**src/rtl/decode_stage_hz.sv**
```systemverilog
// Decode stage for the 5-stage RV32 core: register file with write-to-read bypass,
// load-use hazard detection, and an ID/EX pipeline register with hold, flush and valid.
module decode_stage_hz #(
  parameter int XLEN     = 32,
  parameter int NREGS    = 32,
  parameter int CTRL_W   = 11,
  parameter int LOAD_BIT = 9
) (
  input  logic              CLK,
  input  logic              RST,
  input  logic [31:0]       InstrD,
  input  logic [XLEN-1:0]   PCD,
  input  logic [XLEN-1:0]   PCPlus4D,
  input  logic [XLEN-1:0]   ImmExtD,
  input  logic [CTRL_W-1:0] CtrlD,
  input  logic [XLEN-1:0]   ResultW,
  input  logic [4:0]        RdW,
  input  logic              RegWriteW,
  input  logic              FlushE,
  input  logic              StallE,
  output logic [4:0]        Rs1D,
  output logic [4:0]        Rs2D,
  output logic              StallF,
  output logic              StallD,
  output logic [XLEN-1:0]   RD1E,
  output logic [XLEN-1:0]   RD2E,
  output logic [XLEN-1:0]   PCE,
  output logic [XLEN-1:0]   ImmExtE,
  output logic [XLEN-1:0]   PCPlus4E,
  output logic [4:0]        Rs1E,
  output logic [4:0]        Rs2E,
  output logic [4:0]        RdE,
  output logic [CTRL_W-1:0] CtrlE,
  output logic [2:0]        funct3E,
  output logic              ValidE
);

  localparam int IDXW = $clog2(NREGS);

  logic [NREGS-1:0][XLEN-1:0] rf;
  logic [IDXW-1:0]            wr_idx;
  logic [IDXW-1:0]            rs1_idx;
  logic [IDXW-1:0]            rs2_idx;
  logic                       wr_en;
  logic [XLEN-1:0]            rd1;
  logic [XLEN-1:0]            rd2;
  logic                       lu;
  logic                       unused_bits;

  assign Rs1D    = InstrD[19:15];
  assign Rs2D    = InstrD[24:20];
  assign rs1_idx = Rs1D[IDXW-1:0];
  assign rs2_idx = Rs2D[IDXW-1:0];
  assign wr_idx  = RdW[IDXW-1:0];
  assign wr_en   = RegWriteW && (wr_idx != '0);

  // Opcode/funct7 are decoded by the external controller; RdW[4] is dropped for RV32E storage.
  assign unused_bits = ^{InstrD[31:25], InstrD[6:0], RdW};

  generate
    for (genvar gi = 0; gi < NREGS; gi++) begin : g_reg
      if (gi == 0) begin : g_zero
        assign rf[gi] = '0;
      end else begin : g_store
        logic [XLEN-1:0] q;
        always_ff @(posedge CLK or posedge RST) begin
          if (RST)
            q <= '0;
          else if (wr_en && (wr_idx == IDXW'(gi)))
            q <= ResultW;
        end
        assign rf[gi] = q;
      end
    end
  endgenerate

  // A same-cycle writeback is forwarded so decode never sees a stale value.
  assign rd1 = (wr_en && (wr_idx == rs1_idx)) ? ResultW : rf[rs1_idx];
  assign rd2 = (wr_en && (wr_idx == rs2_idx)) ? ResultW : rf[rs2_idx];

  assign lu = ValidE && CtrlE[LOAD_BIT] && (RdE != 5'd0) &&
              ((RdE == Rs1D) || (RdE == Rs2D));

  assign StallD = lu || StallE;
  assign StallF = lu || StallE;

  always_ff @(posedge CLK or posedge RST) begin
    if (RST) begin
      RD1E     <= '0;
      RD2E     <= '0;
      PCE      <= '0;
      ImmExtE  <= '0;
      PCPlus4E <= '0;
      Rs1E     <= '0;
      Rs2E     <= '0;
      RdE      <= '0;
      CtrlE    <= '0;
      funct3E  <= '0;
      ValidE   <= 1'b0;
    end else if (StallE) begin
      // Hold everything; a pending flush is re-presented once the hold drops.
    end else if (FlushE || lu) begin
      RD1E     <= '0;
      RD2E     <= '0;
      PCE      <= '0;
      ImmExtE  <= '0;
      PCPlus4E <= '0;
      Rs1E     <= '0;
      Rs2E     <= '0;
      RdE      <= '0;
      CtrlE    <= '0;
      funct3E  <= '0;
      ValidE   <= 1'b0;
    end else begin
      RD1E     <= rd1;
      RD2E     <= rd2;
      PCE      <= PCD;
      ImmExtE  <= ImmExtD;
      PCPlus4E <= PCPlus4D;
      Rs1E     <= InstrD[19:15];
      Rs2E     <= InstrD[24:20];
      RdE      <= InstrD[11:7];
      CtrlE    <= CtrlD;
      funct3E  <= InstrD[14:12];
      ValidE   <= 1'b1;
    end
  end

endmodule

```
**config.mk**
```make
export PLATFORM = sky130hd
export DESIGN_NAME = decode_stage_hz
export DESIGN_NICKNAME = d
export VERILOG_FILES = /design/src/rtl/decode_stage_hz.sv
export SDC_FILE = /design/constraint.sdc
export NUM_CORES = 2
export LEC_CHECK = 0
export CORE_MARGIN = 5
export CORE_UTILIZATION = 58
export DETAILED_ROUTE_END_ITERATION = 12
export DONT_BUFFER_PORTS = 1
export GPL_ROUTABILITY_DRIVEN = 0
export PLACE_DENSITY = 0.75
export SYNTH_ARGS = -nofsm -noshare
export SYNTH_HDL_FRONTEND = slang
export SYNTH_SLANG_ARGS = --single-unit
```
**constraint.sdc**
```tcl
create_clock -name CLK -period 34.5 [get_ports CLK]
set_clock_uncertainty 0.15 [all_clocks]
set_input_delay 3.45 -clock CLK [delete_from_list [all_inputs] [get_ports CLK]]
set_output_delay 3.45 -clock CLK [all_outputs]
set_load 0.02 [all_outputs]
```
---- After elaboration in Yosys (flattened, before gate mapping) ----
Index checks and enable logic that the tools add are counted.
storage, ports and cells
  flip-flop bits (word level) ............. 1182
  output and inout port bits .............. 202
  word-level logic and storage cells ...... 138
  input port bits ......................... 181
cells by class
  order comparisons ....................... 2
  eq/ne operators ......................... 35
  multiplexer cells ....................... 17
  reduce and logical (&&, ||, !) cells .... 42
operators by type and width
  kind                  number
  $bmux W32 S5          2
  $mux W32              9
  $eq A5 B5 Y1 const B  16
  $eq A5 B4 Y1 const B  8
  $logic_and A1 B1 Y1   37
  $eq A5 B3 Y1 const B  4
  $eq A5 B5 Y1          4
  $mux W5               3
  $lt A5 B6 Y1 const B  2
  $mux W11              1
  $eq A5 B2 Y1 const B  2
  $reduce_bool A5 Y1    2
  $eq A5 B1 Y1 const B  1
  $logic_or A1 B1 Y1    3
  $mux W3               1
  $mux W1               1

---- Logic depth before layout (Yosys ltp) ----
  depth after elaboration ................. 5
  depth in mapped cells ................... 11
  gate-level depth less buffers ........... 6

---- Least setup slack after synthesis ----
No wires, ideal clock.
  kind .................................... input-to-output
  start ................................... input port InstrD[19]
  end ..................................... output port StallF
  path slack .............................. 26.257 ns
  data required time ...................... 30.900 ns
  stages on the path ...................... 7
  arrival time ............................ 4.643 ns
  buffers on the path ..................... 2
  cells stage by stage .................... clkbuf_1 > xnor2_1 > nand3_1 > o22ai_1 > o2111ai_1 > nand2b_1 > buf_4
between the ends
  word-level cells in the longest chain between the ends .. 4
RTL lines
  what                 line  source
  start: declaration   11    input logic [31:0] InstrD,
  $eq A5 B5 Y1         82    ((RdE == Rs1D) || (RdE == Rs2D));
  $logic_or A1 B1 Y1   82
  $logic_and A1 B1 Y1  81    assign lu = ValidE && CtrlE[LOAD_BIT] && (RdE != 5'd0) &&
  $logic_or A1 B1 Y1   -
  end: declaration     23    output logic StallF,
No other way between the ends.

---- Worst setup path after layout ----
  start ................................... input port InstrD[15]
  end ..................................... output port StallD
between the ends
  word-level cells in the longest chain between the ends .. 4
RTL lines
  what                 line  source
  $eq A5 B5 Y1         82
  $logic_or A1 B1 Y1   82
  $logic_and A1 B1 Y1  81
  $logic_or A1 B1 Y1   84    assign StallD = lu || StallE;
  end: declaration     24    output logic StallD,
No other way between the ends.

==> results by group <==
Status
  • Status: finished clean

Global routing
  • Pin count of the biggest net entering global routing: 400
  • Total track usage: about 34%
  • GRT Residual Overflow: 0
  • Initial antenna violation count: 5
  • Vias in the first global route: 42,200
  • First-pass GRT wire length: 283 mm

Logic synthesis
  • Top FF cell, synth: dfrtp_1
  • Post-Syn Area per Cell: 13.3 um^2
  • Sequential share of the synthesized area: 48.5%
  • Synth Register Bits: roughly 1,200
  • Cell count after synthesis: between 4,000 and 5,000
  • Syn. warnings: 0
  • Synth cell types: 49
  • Asr flop ratio synth: between 90% and 100%
  • Synth Cell Area: 0.0610 mm^2
  • Synthesized net count: 4,783
  • EDFF count, synth: 0

Worst setup path
  • Crit path kind: primary input to output pin
  • Crit path max-delay family: simple AND/OR/NAND/NOR gates
  • CP max stage cell: nand2b_1
  • Worst Path Max Fanout: 399
  • Crit-path cells: xnor2_1 -> nand3_1 -> o22ai_1 -> o2111ai_1 -> nand2b_1
  • Critical Path End Type: output pin
  • Delay of the slowest cell on the worst path: 0.41 ns
  • Worst R2R End: RD2E[13]$_DFFE_PP0N_
  • Worst EP arrival: between 4 and 5 ns
  • CP required: 30.90 ns
  • CP startpoint kind: primary input
  • Reg2reg setup slack: 30.58 ns
  • Worst Reg-to-Reg Cells: 6
  • RR Startpoint: RdE[4]$_DFFE_PP0N_
  • Critical path buffers and inverters: 0

Layout
  • Area grow syn2layout: 7.54%
  • Fin area: 0.0656 mm^2
  • Share of cells above drive strength 1: around 36%
  • Multi-input gate area: 0.0294 mm^2
  • Commonest non-fill, non-tap cells in the layout: 1,182 x dfrtp_1, 1,052 x mux2_2, 541 x mux2i_1, 198 x mux4_2, 198 x a22oi_1
  • Storage cell area: 0.0296 mm^2
  • Final core occ: 62.6%
  • Commonest non-fill, non-tap cell in the layout: dfrtp_1
  • Fill cells: 7,863
  • Nets: 4,487

Clock network
  • Worst skew pair latency: 0.72 ns
  • Post-CTS Resized: 0
  • Number of post-CTS setup repair buffers: 0
  • CTS buffer count: 120
  • # H-tree levels: 3
  • Root Driver: clkbuf_16
  • CTS tree: done
  • Clock transition at the registers of the reported paths: 0.06 ns
  • CTS sink cnt: 1,182
  • CTS Buffer Depth: 3
  • Hold_buf cts: 0

Power and ir drop
  • Total power: about 3.9 mW
  • Sw Ratio: 26.6%
  • Static Leak: 29.2 nW
  • Sequential power share: 47.5%
  • NetSw: 1.03 mW
  • Max VDD drop: approximately 0.046 mV
  • Clock power share: 36.1%
  • Comb power frac: between 10% and 20%
  • Power density cells: 59.3 mW/mm^2
  • Int Pwr: ~2.9 mW

Floorplan
  • Die area: ~0.11 mm^2
  • Core Area: 0.105 mm^2
  • Initial Util: 58.2%
  • Die width: 334 um
  • # IOs: 383
  • Row cnt: about 120
  • Chip height: 334 um

Place
  • Final HPWL DP: 102 mm
  • Area after DPL: 0.0613 mm^2
  • Port bufs: 0

Min path
  • Worst Hold Class: register to register
  • Hold_sp: g_reg[13].g_store.q[2]$_DFFE_PP0P_
  • WHS Endpoint: g_reg[13].g_store.q[2]$_DFFE_PP0P_
  • Hold depth: 1

Detailed routing
  • Vias per cell: 7.17
  • Avg WL per Cell: between 30 and 40 um
  • Drt drc: 0
  • Routed Antenna Nets: 0
  • Vias: roughly 42,000
  • Iteration-0 DRC Markers: ~4,100
  • Final wirelength: 192 mm
  • First-pass DRT Iterations: 6

Timing
  • Final hold viol count: 0
  • Slew Limit Fails: 0
  • Min Tclk post-route: just over 8 ns
  • Final setup viols: 0
  • Crit share post-route: 23.6%
  • RSZ-0062 raised after global routing: false
  • Slew @ Worst Pin: roughly 1.2 ns
  • FMAX: ~120 MHz
  • Rel. slew slack: 20.9%
  • Setup TNS Final: 0 ns

Flow run
  • Max-cap violations: 0
-- power groups by stage --
| stage | combinational (mW) | sequential, mW | clock [mW] |
|---|---|---|---|
| floorplan | 0.564 | 1.81 | 0 |
| global placement | 0.607 | 1.85 | 0 |
| detailed placement | 0.628 | 1.87 | 0 |
| CTS | 0.632 | 1.84 | 1.41 |
| global route | 0.688 | 1.88 | 1.47 |
| finish | 0.638 | 1.85 | 1.40 |
-- how the worst max path moves through the flow --
stage               cells past startpoint                    to  startpoint  slack (ns)
finish                                  5                StallD  InstrD[15]       26.35
global route                            5                StallF  InstrD[15]       26.24
CTS                                     5                StallD  InstrD[15]       26.26
detailed placement                      5                StallD  InstrD[15]       26.27
global placement                        5                StallD  InstrD[15]       26.24
floorplan                               1  CtrlE[0]$_DFFE_PP0N_         RST       14.58
-- worst reg2reg max path, stage by stage, from the launching register on --
cell,delay (ns)
dfrtp_1,0.53
or4_1,0.58
o2111ai_1,0.35
and2_4,0.49
buf_4,0.63
buf_4,0.76
a32o_1,0.35
-- Yosys cell counts (all sizes together), types with 21 or more instances --
cell	count	area [um^2]
dfrtp	1182	29600
mux2	1056	11900
mux2i	541	5420
buf	252	1440
clkbuf	240	901
a22oi	198	1490
mux4	198	4460
a22o	133	1160
nand3	133	666
nand2	124	465
o21ai	106	531
nor2	65	249
o211ai	61	458
o22ai	58	363
a221oi	55	482
a21oi	31	155
or2	21	134
-- sequential cells by signal (all words and copies together) (netlist names) --
name         cells
RD2E            32
RD1E            32
RdE              5
PCPlus4E        32
Rs2E             5
CtrlE           11
funct3E          3
PCE             32
ValidE           1
ImmExtE         32
Rs1E             5
g.g_store.q    992
-- metrics by stage --
step                hold slack (ns)  setup WS (ns)  cells
floorplan                     0.332          14.58   4602
global placement              0.348          26.24   5575
detailed placement            0.359          26.27   5575
CTS                           0.372          26.26   5798
global route                  0.386          26.24   5802
finish                        0.371          26.35   5802
-- kinds of logic (layout without fill, tap and decap cells) --
group / count (synthesis) / count (layout) / share of synthesized area (%)
muxes: 1795 / 1795 / 35.7
DFF: 1182 / 1182 / 48.5
AOI/OAI and AO/OA: 710 / 710 / 8.58
buffers and inverters: 495 / 300 / 3.85
and+or+nand+nor: 400 / 400 / 3.08
xor gates and xnor gates: 20 / 20 / 0.287
other: 0 / 4 / 0
-- layer usage --
layer / vias up / track usage (%) / wire length, um
met5: - / 0 / 16
met4: 2 / 18.2 / 12400
met1: 21600 / 44.1 / 71600
met2: 2440 / 52.4 / 87400
met3: 653 / 8.29 / 21100
li1: 16900 / - / -
-- layout make-up --
cell class | count | area share (%)
Sequential cell | 1182 | 45.1
Antenna cell | 4 | 0.0153
Tap cell | 1391 | 2.65
Clock inverter | 55 | 1.15
Multi-Input combinational cell | 2925 | 44.8
Clock buffer | 168 | 5.38
Timing Repair Buffer | 74 | 0.904
Inverter | 3 | 0.0248
Note: power is estimated with default switching activity, not from simulation.
